===== src/rtl/alu_arbiter.sv =====
// alu_arbiter: shares one single-cycle 32-bit ALU between two valid/ready
// requesters. A one-entry response buffer returns the tagged result and flags.
// Each requester has a saturating grant counter for performance debug.
//
// state   | meaning
// --------+----------------------------------------------------------
// r_ptr=0 | requester 0 preferred on contention (round-robin mode)
// r_ptr=1 | requester 1 preferred on contention (round-robin mode)
// empty   | r_rsp_valid=0, any granted op is accepted
// full    | r_rsp_valid=1, accepts only when rsp_ready drains it
module alu_arbiter #(
  parameter bit RR_EN = 1'b1,
  parameter int CNT_W = 16
) (
  input  logic             clk,
  input  logic             rst_n,
  input  logic             req0_valid,
  output logic             req0_ready,
  input  logic [31:0]      req0_a,
  input  logic [31:0]      req0_b,
  input  logic [2:0]       req0_f,
  input  logic             req1_valid,
  output logic             req1_ready,
  input  logic [31:0]      req1_a,
  input  logic [31:0]      req1_b,
  input  logic [2:0]       req1_f,
  output logic             rsp_valid,
  input  logic             rsp_ready,
  output logic             rsp_id,
  output logic [31:0]      rsp_result,
  output logic             rsp_zero,
  output logic             rsp_overflow,
  output logic             rsp_carry,
  output logic             rsp_negative,
  output logic             rsp_err,
  output logic [CNT_W-1:0] grant_cnt0,
  output logic [CNT_W-1:0] grant_cnt1
);

  logic             r_ptr;
  logic             r_rsp_valid;
  logic             r_rsp_id;
  logic [31:0]      r_rsp_result;
  logic             r_zero;
  logic             r_ovf;
  logic             r_carry;
  logic             r_neg;
  logic             r_err;
  logic [CNT_W-1:0] r_cnt0;
  logic [CNT_W-1:0] r_cnt1;

  logic             w_can_accept;
  logic             w_gnt0;
  logic             w_gnt1;
  logic             w_accept;
  logic [31:0]      w_a;
  logic [31:0]      w_b;
  logic [2:0]       w_f;
  logic             w_sub;
  logic [31:0]      w_b_eff;
  logic [32:0]      w_sum;
  logic             w_add_ovf;
  logic [31:0]      w_result;
  logic             w_carry;
  logic             w_ovf;
  logic             w_err;

  assign w_can_accept = !r_rsp_valid || rsp_ready;

  // Requester 1 wins when alone, or on contention when round-robin points at it.
  assign w_gnt1 = req1_valid && (!req0_valid || (RR_EN && r_ptr));
  assign w_gnt0 = req0_valid && !w_gnt1;

  // Ready is held low during reset even though the buffer reads empty then.
  assign req0_ready = rst_n && w_gnt0 && w_can_accept;
  assign req1_ready = rst_n && w_gnt1 && w_can_accept;
  assign w_accept   = req0_ready || req1_ready;

  assign w_a = w_gnt1 ? req1_a : req0_a;
  assign w_b = w_gnt1 ? req1_b : req0_b;
  assign w_f = w_gnt1 ? req1_f : req0_f;

  // Shared adder: sub and slt compute a + ~b + 1 so carry=1 means no borrow.
  assign w_sub     = (w_f == 3'b001) || (w_f == 3'b101);
  assign w_b_eff   = w_sub ? ~w_b : w_b;
  assign w_sum     = {1'b0, w_a} + {1'b0, w_b_eff} + {32'b0, w_sub};
  assign w_add_ovf = (w_a[31] == w_b_eff[31]) && (w_sum[31] != w_a[31]);

  // ALU function decode; illegal codes zero the result but keep the adder flags.
  always_comb begin
    w_result = 32'b0;
    w_carry  = 1'b0;
    w_ovf    = 1'b0;
    w_err    = 1'b0;
    case (w_f)
      3'b000, 3'b001: begin
        w_result = w_sum[31:0];
        w_carry  = w_sum[32];
        w_ovf    = w_add_ovf;
      end
      3'b010: w_result = w_a & w_b;
      3'b011: w_result = w_a | w_b;
      3'b101: begin
        w_result = {31'b0, w_add_ovf ^ w_sum[31]};
        w_carry  = w_sum[32];
        w_ovf    = w_add_ovf;
      end
      default: begin
        w_result = 32'b0;
        w_carry  = w_sum[32];
        w_ovf    = w_add_ovf;
        w_err    = 1'b1;
      end
    endcase
  end

  // Response buffer: load on accept (even while draining), clear on a bare drain.
  always_ff @(posedge clk or negedge rst_n) begin
    if (!rst_n) begin
      r_rsp_valid  <= 1'b0;
      r_rsp_id     <= 1'b0;
      r_rsp_result <= 32'b0;
      r_zero       <= 1'b0;
      r_ovf        <= 1'b0;
      r_carry      <= 1'b0;
      r_neg        <= 1'b0;
      r_err        <= 1'b0;
    end else if (w_accept) begin
      r_rsp_valid  <= 1'b1;
      r_rsp_id     <= w_gnt1;
      r_rsp_result <= w_result;
      r_zero       <= (w_result == 32'b0);
      r_ovf        <= w_ovf;
      r_carry      <= w_carry;
      r_neg        <= w_result[31];
      r_err        <= w_err;
    end else if (rsp_ready) begin
      r_rsp_valid  <= 1'b0;
    end
  end

  // Round-robin pointer moves to the other requester after each accept.
  always_ff @(posedge clk or negedge rst_n) begin
    if (!rst_n) begin
      r_ptr <= 1'b0;
    end else if (w_accept) begin
      r_ptr <= ~w_gnt1;
    end
  end

  // Saturating grant counters, one per requester.
  always_ff @(posedge clk or negedge rst_n) begin
    if (!rst_n) begin
      r_cnt0 <= '0;
      r_cnt1 <= '0;
    end else begin
      if (req0_ready && (r_cnt0 != {CNT_W{1'b1}})) r_cnt0 <= r_cnt0 + 1'b1;
      if (req1_ready && (r_cnt1 != {CNT_W{1'b1}})) r_cnt1 <= r_cnt1 + 1'b1;
    end
  end

  assign rsp_valid    = r_rsp_valid;
  assign rsp_id       = r_rsp_id;
  assign rsp_result   = r_rsp_result;
  assign rsp_zero     = r_zero;
  assign rsp_overflow = r_ovf;
  assign rsp_carry    = r_carry;
  assign rsp_negative = r_neg;
  assign rsp_err      = r_err;
  assign grant_cnt0   = r_cnt0;
  assign grant_cnt1   = r_cnt1;

endmodule


===== config.mk =====
export PLATFORM = sky130hd
export DESIGN_NAME = alu_arbiter
export DESIGN_NICKNAME = d
export VERILOG_FILES = /design/src/rtl/alu_arbiter.sv
export SDC_FILE = /design/constraint.sdc
export NUM_CORES = 1
export LEC_CHECK = 0
export CORE_AREA = 2 2 117 119
export DETAILED_ROUTE_END_ITERATION = 7
export DIE_AREA = 0 0 119 121
export PLACE_DENSITY = 0.86
export RECOVER_POWER = 50
export SLEW_MARGIN = 10
export SYNTH_ARGS = -nofsm -noshare
export SYNTH_HDL_FRONTEND = slang
export SYNTH_SLANG_ARGS = --single-unit

===== constraint.sdc =====
create_clock -name clk -period 10 [get_ports clk]
set_clock_uncertainty 0.2 [all_clocks]
set_input_delay 2 -clock clk [delete_from_list [all_inputs] [get_ports clk]]
set_output_delay 2 -clock clk [all_outputs]
set_load 0.03 [all_outputs]

==> flow_metrics.env, run 1 <==
export IMPL_outcome="complete, no violations"
export IMPL_syn_avg_cell_area_um2=8.261
export IMPL_gp_congestion=0.9943
export IMPL_cpPeakStageDelay_ns=0.71
export IMPL_clock_path_buffers=2
export IMPL_slew_viol_final=0
export IMPL_netlist_instances=812
export IMPL_start_util_pct=51.26
export IMPL_cts_sinks=71
export IMPL_path_max_fanout=50
export IMPL_cp_required_ns=10.05
export IMPL_synthArstFlopShare_pct=100.0
export IMPL_area_delta_synth_final_pct=38.61
export IMPL_cts_hold_buf=0
export IMPL_htree_levels=3
export IMPL_synth_edf_count=0
export IMPL_fin_nets=1178
export IMPL_ios=212
export IMPL_timing_final_crit_share_pct=73.84
export IMPL_synth_flop_cell="dfrtp_1"
export IMPL_setup_viol=0
export IMPL_ys_ff_latch=71
export IMPL_end_kind="flip-flop"
export IMPL_synth_area_mux_share_pct=10.41
export IMPL_fillers=1021
export IMPL_viasPerCell=5.861
export IMPL_cellLeakagePower_nw=4.067
export IMPL_synth_xor_area_share_pct=10.71
export IMPL_drc=0
export IMPL_antenna_found_initial=0
export IMPL_r2r_slack_ns=4.48
export IMPL_grt_max_degree=73
export IMPL_n_antenna_cell=0
export IMPL_track_usage_pct=28.73
export IMPL_ys_warnings_count=0
export IMPL_synth_compound_area_share_pct=19.51
export IMPL_synthSimpleGateAreaFrac_pct=20.97
export IMPL_startpoint_type="input pin"
export IMPL_max_slew_margin_pct=32.85
export IMPL_drtPass1Iterations=5
export IMPL_post_cts_resized=0
export IMPL_vdd_ir_drop_worst_uv=104.6
export IMPL_ant_nets=0
export IMPL_criticalPathCategory="in2reg"
export IMPL_arrival_ns=7.43
export IMPL_grt_pass1_vias=6839
export IMPL_vias=6945
export IMPL_syn_area_um2=6708
export IMPL_layout_min_cycle_time_ns=7.384
export IMPL_place_area_um2=8952
export IMPL_rsz0062_at_grt="no"
export IMPL_synth_top_family_by_area="simple AND/OR/NAND/NOR gates"
export IMPL_die_height_um=121
export IMPL_clk_insertion_delay_late_ns=0.33
export IMPL_grt_pass1_wl_um=33200
export IMPL_layout_drive_gt1_share_pct=6.938
export IMPL_tns_ns=0
export IMPL_drt_iter0_markers=514
export IMPL_synth_distinct_cells=79
export IMPL_tightest_slew_ns=0.9877
export IMPL_clkTransAtPathRegs_ns=0.06
export IMPL_path_cells="clkdlybuf4s50_1 > and2_4 > buf_4 > mux2i_1 > xnor2_1 > ha_1 > nand4_1 > or3_1 > a31oi_4 > nor4b_1 > or3_1 > nor4_1 > nand4_1 > nor4_1 > nand4_1 > o31ai_2"
export IMPL_die_x_um=119
export IMPL_fp_row_count=42
export IMPL_hold_violations=0
export IMPL_fin_ws_ns=2.616
export IMPL_drt_wl_total_um=20810
export IMPL_die_area_um2=14400
export IMPL_port_buffers=211
export IMPL_powerDensity_nw_per_um2=189.2
export IMPL_cts_root_buf="clkbuf_16"
export IMPL_core_um2=13090
export IMPL_cts_tree="yes"
export IMPL_path_common_cell="nand4_1"
export IMPL_crit_slowest_cell="clkdlybuf4s50_1"
export IMPL_design_area_um2=9298
export IMPL_place_ws_ns=2.426
export IMPL_grt_overflow=0
export IMPL_max_freq_mhz=135.4
export IMPL_post_drt_wl_per_cell_um=17.56
export IMPL_drv_cap=0
export IMPL_cts_setup_buffers=0
export IMPL_seq_area_frac_synth_pct=26.49
export IMPL_synth_fa_ha_area_share_pct=8.245
export IMPL_hpwlAfterDp_um=15990
export IMPL_numCtsBuffers=9
export IMPL_syn_nets=985
export IMPL_worstHoldPathType="reg2reg"
[per-layer routing]
| layer | GRT usage [%] | part of all wire [%] | vias to the layer above |
|---|---|---|---|
| met5 | 0 | 0 | - |
| met4 | 12.13 | 3.9 | 0 |
| met3 | 5.545 | 7.1 | 69 |
| met2 | 51.29 | 50 | 315 |
| met1 | 33.68 | 39 | 3242 |
| li1 | - | - | 3319 |
[layout by cell type, fill, tap and decap left out, drive strengths merged, types with 14 or more instances in the layout]
master	synthesis	final
inv	20	20
nor2	54	54
dlygate4sd3	0	36
and3	17	17
o21ai	33	33
ha	33	33
dfrtp	71	71
nand4	14	14
xnor2	65	65
nand3	18	18
a21oi	58	58
mux2i	45	45
nand2	140	140
mux2	22	22
xor2	17	17
clkdlybuf4s50	0	174
[cells in the mapped netlist, drive strengths merged, types with 18 or more instances]
cell type / n / area (um2)
a21oi: 58 / 301.5
ha: 33 / 412.9
buf: 22 / 111.4
nand2: 140 / 525.5
o21ai: 33 / 165.2
nand3: 18 / 90.09
mux2: 22 / 247.7
mux2i: 45 / 450.4
inv: 20 / 75.07
xnor2: 65 / 569.3
nor2: 54 / 202.7
dfrtp: 71 / 1777
[cells by family after synthesis]
| family | count (synthesis) |
|---|---|
| compound gates | 189 |
| xor+xnor | 82 |
| fa+ha+maj | 46 |
| buf+inv | 58 |
| flops | 71 |
| mux | 67 |
| simple gates | 299 |
[flip-flops by register name (all words and copies together) (netlist names)]
register,cells
rsp_err,1
rsp_zero,1
rsp_valid,1
rsp_carry,1
rsp_overflow,1
grant_cnt1,16
rsp_id,1
rsp_result,32
r_ptr,1
grant_cnt0,16
[path summary, 6_finish.rpt]
kind / startpoint / depth (start not counted) / endpoint
min in group asynchronous: rst_n / 2 / grant_cnt0[9]
worst max-delay path: req1_valid / 16 / rsp_zero
worst min register to register: rsp_result[4] / 2 / rsp_result[4]
worst max register to register: r_ptr / 16 / rsp_zero
max in group asynchronous: rst_n / 2 / rsp_id
worst min-delay path: rsp_result[4] / 2 / rsp_result[4]
[critical path: cells and delay by family]
| kind | cells | cell delay, ns |
|---|---|---|
| simple gates | 9 | 2.97 |
| buf+inv | 2 | 1.13 |
| compound gates | 2 | 0.44 |
| fa+ha+maj | 1 | 0.38 |
| mux | 1 | 0.35 |
| xor+xnor | 1 | 0.11 |
[power breakdown]
group	leakage (nW)	internal, mW	switching [mW]
logic	2.97	0.419	0.567
clock network	0.165	0.249	0.121
registers	0.929	0.352	0.0515
[metrics by stage]
| step | std cells | utilization [%] | hold slack, ns | power, mW |
|---|---|---|---|---|
| detailed placement | 1170 | 68.42 | 0.2702 | 1.393 |
| floorplan | 812 | - | 0.2414 | 1.056 |
| global route | 1185 | 71.06 | 0.3039 | 1.852 |
| finish | 1185 | 71.06 | 0.2731 | 1.759 |
| CTS | 1185 | 71.06 | 0.2815 | 1.768 |
| global placement | 1170 | 68.42 | 0.2609 | 1.372 |
[final cells by class]
cell class	count	area, um2	area share (%)
tap	176	220.2	2.368
multi-input combinational	683	4706	50.61
sequential	71	1777	19.11
clock buffer	10	239.0	2.570
timing repair buffer	220	2175	23.39
inverter	20	75.07	0.8074
clock inverter	5	106.4	1.144
(Power assumes the default switching activity.)
==> inputs of run 2 (changes only) <==
Settings changed: CORE_AREA 2 2 117 119 to 2 2 128 130, DIE_AREA 0 0 119 121 to 0 0 130 132, PLACE_DENSITY 0.86 to 0.76.
Clock period 10 ns to 6.15 ns, I/O delays scaled along.
==> run 2 against run 1 <==
Compared with the run above: the flow now finishes with violations (max-capacitance violations, max-slew violations); cell area grew 3.6%; clock-buffer cell count unchanged; sequential cell count is the same; cell count grew 6.6%; register-to-register slack lost 3.1 ns; combinational power rose by 70%; via count fell by 1.0%; highest routed layer unchanged.
==> flow_metrics.env, run 2 (same netlist as run 1, synthesis figures left out) <==
export IMPL_outcome="finished, violations left"
export IMPL_failed_checks="max-capacitance violations, max-slew violations"
export IMPL_numCtsBuffers=9
export IMPL_path_cells="clkdlybuf4s50_1 > nand2b_2 > and2_4 > buf_12 > mux2i_1 > xnor2_1 > ha_1 > nand3_1 > nor2_1 > nand4_1 > a311oi_2 > nor3b_2 > buf_4 > nor4_4 > a2111oi_4 > mux2_2 > a31oi_1 > nand2_1 > o31ai_2"
export IMPL_drtPass1Iterations=5
export IMPL_hpwlAfterDp_um=17050
export IMPL_clk_insertion_delay_late_ns=0.32
export IMPL_largest_reg_flops=32
export IMPL_p_sw_share_pct=42.23
export IMPL_layout_drive_gt1_share_pct=9.933
export IMPL_p_seq_share_pct=22.6
export IMPL_clkTransAtPathRegs_ns=0.06
export IMPL_rsz0062_at_grt="no"
export IMPL_combPwrFrac_pct=57.9
export IMPL_drv_cap=2
export IMPL_worstHoldPathType="reg2reg"
export IMPL_core_um2=15710
export IMPL_cpPeakStageDelay_ns=0.53
export IMPL_start_util_pct=42.69
export IMPL_max_freq_mhz=171.2
export IMPL_port_buffers=211
export IMPL_grt_max_degree=72
export IMPL_drc=0
export IMPL_cts_sinks=71
export IMPL_design_area_um2=9630
export IMPL_place_area_um2=9275
export IMPL_grt_pass1_vias=6673
export IMPL_cp_required_ns=6.19
export IMPL_drt_iter0_markers=401
export IMPL_track_usage_pct=24.54
export IMPL_register_area_um2=1777
export IMPL_cts_root_buf="clkbuf_16"
export IMPL_ios=212
export IMPL_cellLeakagePower_nw=4.227
export IMPL_hold_violations=0
export IMPL_crit_start="req0_valid"
export IMPL_max_slew_margin_pct=-150.7
export IMPL_gp_congestion=0.9608
export IMPL_drt_wl_total_um=21560
export IMPL_antenna_found_initial=0
export IMPL_vias=6873
export IMPL_die_x_um=130
export IMPL_fin_nets=1215
export IMPL_r2r_slack_ns=1.39
export IMPL_multiInputGateArea_um2=4713
export IMPL_fp_row_count=46
export IMPL_criticalPathCategory="in2reg"
export IMPL_p_int_mw=1.674
export IMPL_cts_tree="yes"
export IMPL_reg2reg_to="rsp_zero"
export IMPL_tightest_slew_ns=3.760
export IMPL_vdd_ir_drop_worst_uv=195.8
export IMPL_r2r_start="r_ptr"
export IMPL_stdcell_count=1263
export IMPL_viasPerCell=5.442
export IMPL_post_cts_resized=0
export IMPL_layout_min_cycle_time_ns=5.842
export IMPL_powerDensity_nw_per_um2=300.9
export IMPL_slew_viol_final=113
export IMPL_n_antenna_cell=0
export IMPL_arrival_ns=5.88
export IMPL_layout_common_cells="clkdlybuf4s50_1, nand2_1, dfrtp_1, xnor2_1, a21oi_1"
export IMPL_endpoint="rsp_zero"
export IMPL_startpoint_type="input pin"
export IMPL_grt_pass1_wl_um=33610
export IMPL_htree_levels=3
export IMPL_timing_final_crit_share_pct=94.99
export IMPL_cts_hold_buf=0
export IMPL_die_height_um=132
export IMPL_end_kind="flip-flop"
export IMPL_power_switching_mw=1.224
export IMPL_area_delta_synth_final_pct=43.57
export IMPL_ff2ff_path_depth=18
export IMPL_die_area_um2=17160
export IMPL_grt_overflow=0
export IMPL_setup_viol=0
export IMPL_clock_path_buffers=2
export IMPL_path_max_fanout=34
export IMPL_crit_slowest_cell="clkdlybuf4s50_1"
export IMPL_ant_nets=0
export IMPL_post_drt_wl_per_cell_um=17.07
export IMPL_final_common_cell="clkdlybuf4s50_1"
export IMPL_clockPowerShare_pct=19.4
export IMPL_fillers=1402
export IMPL_dp_cells=1243
[run 2: repair_timing]
action                                  in CTS  in global routing
endpoints found under the setup margin       0                  1
endpoints found under the hold margin        0                  0
setup buffers                                0                  3
[run 2: worst min-delay path by stage]
stage	from	to	slack, ns	depth (start not counted)
after floorplan	r_ptr	r_ptr	0.24	1
after global placement	rsp_result[10]	rsp_result[10]	0.26	2
after detailed placement	rsp_result[3]	rsp_result[3]	0.27	2
after CTS	r_ptr	r_ptr	0.28	1
after global routing	r_ptr	r_ptr	0.30	1
final	rsp_result[3]	rsp_result[3]	0.27	2
[run 2: layout make-up]
cell class / instances / share of cell area, %
inverter: 20 / 0.7795
clock inverter: 6 / 0.9614
tap: 216 / 2.806
timing repair buffer: 256 / 25.69
clock buffer: 10 / 2.378
sequential: 71 / 18.45
multi-input combinational: 684 / 48.94
[run 2: worst max-delay path, delay by kind of cell]
kind,cells,cell delay [ns]
AND/OR/NAND/NOR,8,1.55
buffers and inverters,3,0.95
AO/OA/AOI/OAI,4,0.94
multiplexers,2,0.72
adder cells (fa/ha/maj),1,0.33
XOR/XNOR,1,0.14
[run 2: power by group through the flow]
| stage | Combinational [mW] | Sequential, mW | Clock [mW] |
|---|---|---|---|
| detailed placement | 1.68 | 0.662 | 0 |
| floorplan | 0.860 | 0.857 | 0 |
| CTS | 1.69 | 0.658 | 0.572 |
| global placement | 1.66 | 0.660 | 0 |
| global route | 1.81 | 0.669 | 0.593 |
| finish | 1.68 | 0.655 | 0.563 |
[run 2: per-layer routing]
layer	vias up	wire, um	track usage (%)
met5	-	0	0
met4	0	733	8.961
met3	38	1206	3.612
met2	248	10560	42.99
met1	3201	9057	30.28
li1	3386	-	-
[run 2: through the flow]
step | util (%) | worst slack, ns | hold slack, ns | power (mW) | TNS [ns]
after detailed placement | 59.03 | -0.003018 | 0.2701 | 2.338 | -0.003018
after global placement | 59.03 | 0.07153 | 0.2632 | 2.320 | 0
final | 61.29 | 0.3081 | 0.2724 | 2.897 | 0
after floorplan | - | 0.008784 | 0.2414 | 1.717 | 0
after global routing | 61.29 | 0.008830 | 0.2986 | 3.074 | 0
after CTS | 61.08 | 0.3199 | 0.2799 | 2.920 | 0
==> inputs of run 3 (changes only) <==
Settings changed: CORE_AREA 2 2 128 130 to 2 2 122 124, DIE_AREA 0 0 130 132 to 0 0 124 126, PLACE_DENSITY 0.76 to 0.8.
Clock period 6.15 ns to 5.59 ns, I/O delays scaled along.
==> run 3 against run 2 <==
Compared with the run above: the flow still finishes with violations (max-capacitance violations, max-slew violations); first-iteration DRC count increased by 50%; global-route usage grew 4.1 points; sequential cell count did not move; total power up 17%; sequential share of layout area decreased by 1.2 points; wire length up 6.6%; core utilization is 11 points higher; clock-buffer cell count did not move; cell count is 4.4% higher; cell area rose by 6.8%; largest cell class unchanged; largest power group unchanged; highest routed layer unchanged.
==> flow_metrics.env, run 3 (same netlist as run 1, synthesis figures left out) <==
export IMPL_tightest_slew_ns=3.638
export IMPL_cts_sinks=71
export IMPL_drc=0
export IMPL_vdd_ir_drop_worst_uv=216.6
export IMPL_multiInputGateArea_um2=4780
export IMPL_outcome="finished, violations left"
export IMPL_drt_iter0_markers=601
export IMPL_max_slew_margin_pct=-142.5
export IMPL_htree_levels=3
export IMPL_cp_required_ns=5.63
export IMPL_die_area_um2=15620
export IMPL_area_delta_synth_final_pct=53.37
export IMPL_max_freq_mhz=184.7
export IMPL_fin_nets=1303
export IMPL_drtPass1Iterations=5
export IMPL_design_area_um2=10290
export IMPL_criticalPathCategory="in2reg"
export IMPL_slew_viol_final=72
export IMPL_dp_cells=1296
export IMPL_die_height_um=126
export IMPL_cts_tree="yes"
export IMPL_clk_insertion_delay_late_ns=0.33
export IMPL_startpoint_type="input pin"
export IMPL_stdcell_count=1318
export IMPL_cellLeakagePower_nw=4.666
export IMPL_end_kind="flip-flop"
export IMPL_grt_pass1_vias=7410
export IMPL_grt_overflow=0
export IMPL_layout_min_cycle_time_ns=5.414
export IMPL_whs_ns=0.2753
export IMPL_drv_cap=1
export IMPL_grt_max_degree=72
export IMPL_drt_wl_total_um=22980
export IMPL_timing_final_crit_share_pct=96.85
export IMPL_arrival_ns=5.45
export IMPL_final_util_pct=71.87
export IMPL_grt_pass1_wl_um=35810
export IMPL_core_um2=14310
export IMPL_largest_reg_flops=32
export IMPL_crit_start="req0_valid"
export IMPL_clkTransAtPathRegs_ns=0.05
export IMPL_register_area_um2=1777
export IMPL_n_antenna_cell=0
export IMPL_cts_hold_buf=0
export IMPL_ant_nets=0
export IMPL_cts_root_buf="clkbuf_16"
export IMPL_ios=212
export IMPL_port_buffers=211
export IMPL_powerDensity_nw_per_um2=328.4
export IMPL_path_max_fanout=8
export IMPL_gp_congestion=0.9462
export IMPL_viasPerCell=5.685
export IMPL_start_util_pct=46.86
export IMPL_p_total_mw=3.378
export IMPL_failed_checks="max-capacitance violations, max-slew violations"
export IMPL_die_x_um=124
export IMPL_track_usage_pct=28.66
export IMPL_final_common_cell="clkdlybuf4s50_1"
export IMPL_layout_common_cells="clkdlybuf4s50_1, nand2_1, buf_4, dfrtp_1, xnor2_1"
export IMPL_min_from="rsp_result[10]"
export IMPL_hold_violations=0
export IMPL_numCtsBuffers=9
export IMPL_place_area_um2=9873
export IMPL_post_drt_wl_per_cell_um=17.43
export IMPL_fillers=1100
export IMPL_r2r_start="r_ptr"
export IMPL_clock_path_buffers=2
export IMPL_layout_drive_gt1_share_pct=18.08
export IMPL_vias=7493
export IMPL_setup_viol=0
export IMPL_antenna_found_initial=0
export IMPL_worstHoldPathType="reg2reg"
export IMPL_fp_row_count=44
export IMPL_hpwlAfterDp_um=17610
[run 3: changes by cell type in the layout (fill, tap and decap cells not counted), sizes merged, moves of 2 or more]
cell | before | now
inv | 22 | 20
clkdlybuf4s50 | 175 | 173
clkinv | 0 | 2
buf | 43 | 132
[run 3: area by class of cell]
type,count,area share (%)
sequential,71,17.27
multi-input combinational,684,46.46
tap,184,2.238
clock inverter,5,0.5716
clock buffer,10,2.323
inverter,20,0.7297
timing repair buffer,344,30.41
[run 3: worst paths after layout]
check | end | slack, ns | cells past startpoint
setup / recovery | rsp_zero | 0.18 | 18
hold / removal | rsp_result[10] | 0.28 | 2
setup reg to reg | rsp_zero | 0.99 | 18
hold reg to reg | rsp_result[10] | 0.28 | 2
max in group asynchronous | rsp_result[3] | 1.12 | 2
min in group asynchronous | grant_cnt0[4] | 2.03 | 2
[run 3: per-stage QoR]
stage | setup slack (ns) | TNS [ns]
CTS | 0.1536 | 0
global placement | -0.09483 | -0.09483
global route | -0.01551 | -0.01551
finish | 0.1759 | 0
detailed placement | -0.2020 | -0.2020
floorplan | 0.02153 | 0
[run 3: layer usage]
| metal | GRT usage, % | part of all wire, % | vias to the layer above | wire length [um] |
|---|---|---|---|---|
| li1 | - | - | 3562 | - |
| met1 | 34.21 | 39 | 3537 | 8999 |
| met2 | 50.87 | 51 | 337 | 11640 |
| met3 | 4.755 | 7.1 | 57 | 1630 |
| met4 | 11.04 | 3.1 | 0 | 706 |
| met5 | 0 | 0 | - | 0 |
[run 3: power breakdown]
part	total, mW	leakage [nW]	internal [mW]	switching [mW]
sequential	0.722	0.929	0.631	0.0915
combinational	2.09	3.60	0.990	1.10
clock	0.565	0.141	0.354	0.211
total	3.38	4.67	1.97	1.40
[run 3: timing repair]
action	CTS	global route
endpoints found under the setup margin	0	2
setup buffers	0	6
resized for setup	0	14
[run 3: critical path, cell delays in order]
cell and delay, ns:
clkdlybuf4s50_1 0.45, nand2b_2 0.17, and2_4 0.27, buf_12 0.15, mux2i_1 0.34, xnor2_1 0.18
ha_1 0.32, a21oi_1 0.23, o21ai_2 0.15, a221oi_4 0.38, a311oi_2 0.12, o211a_1 0.26
o41a_1 0.40, xnor2_1 0.16, o22ai_1 0.15, nor3_1 0.25, nand4_1 0.14, o31ai_2 0.20
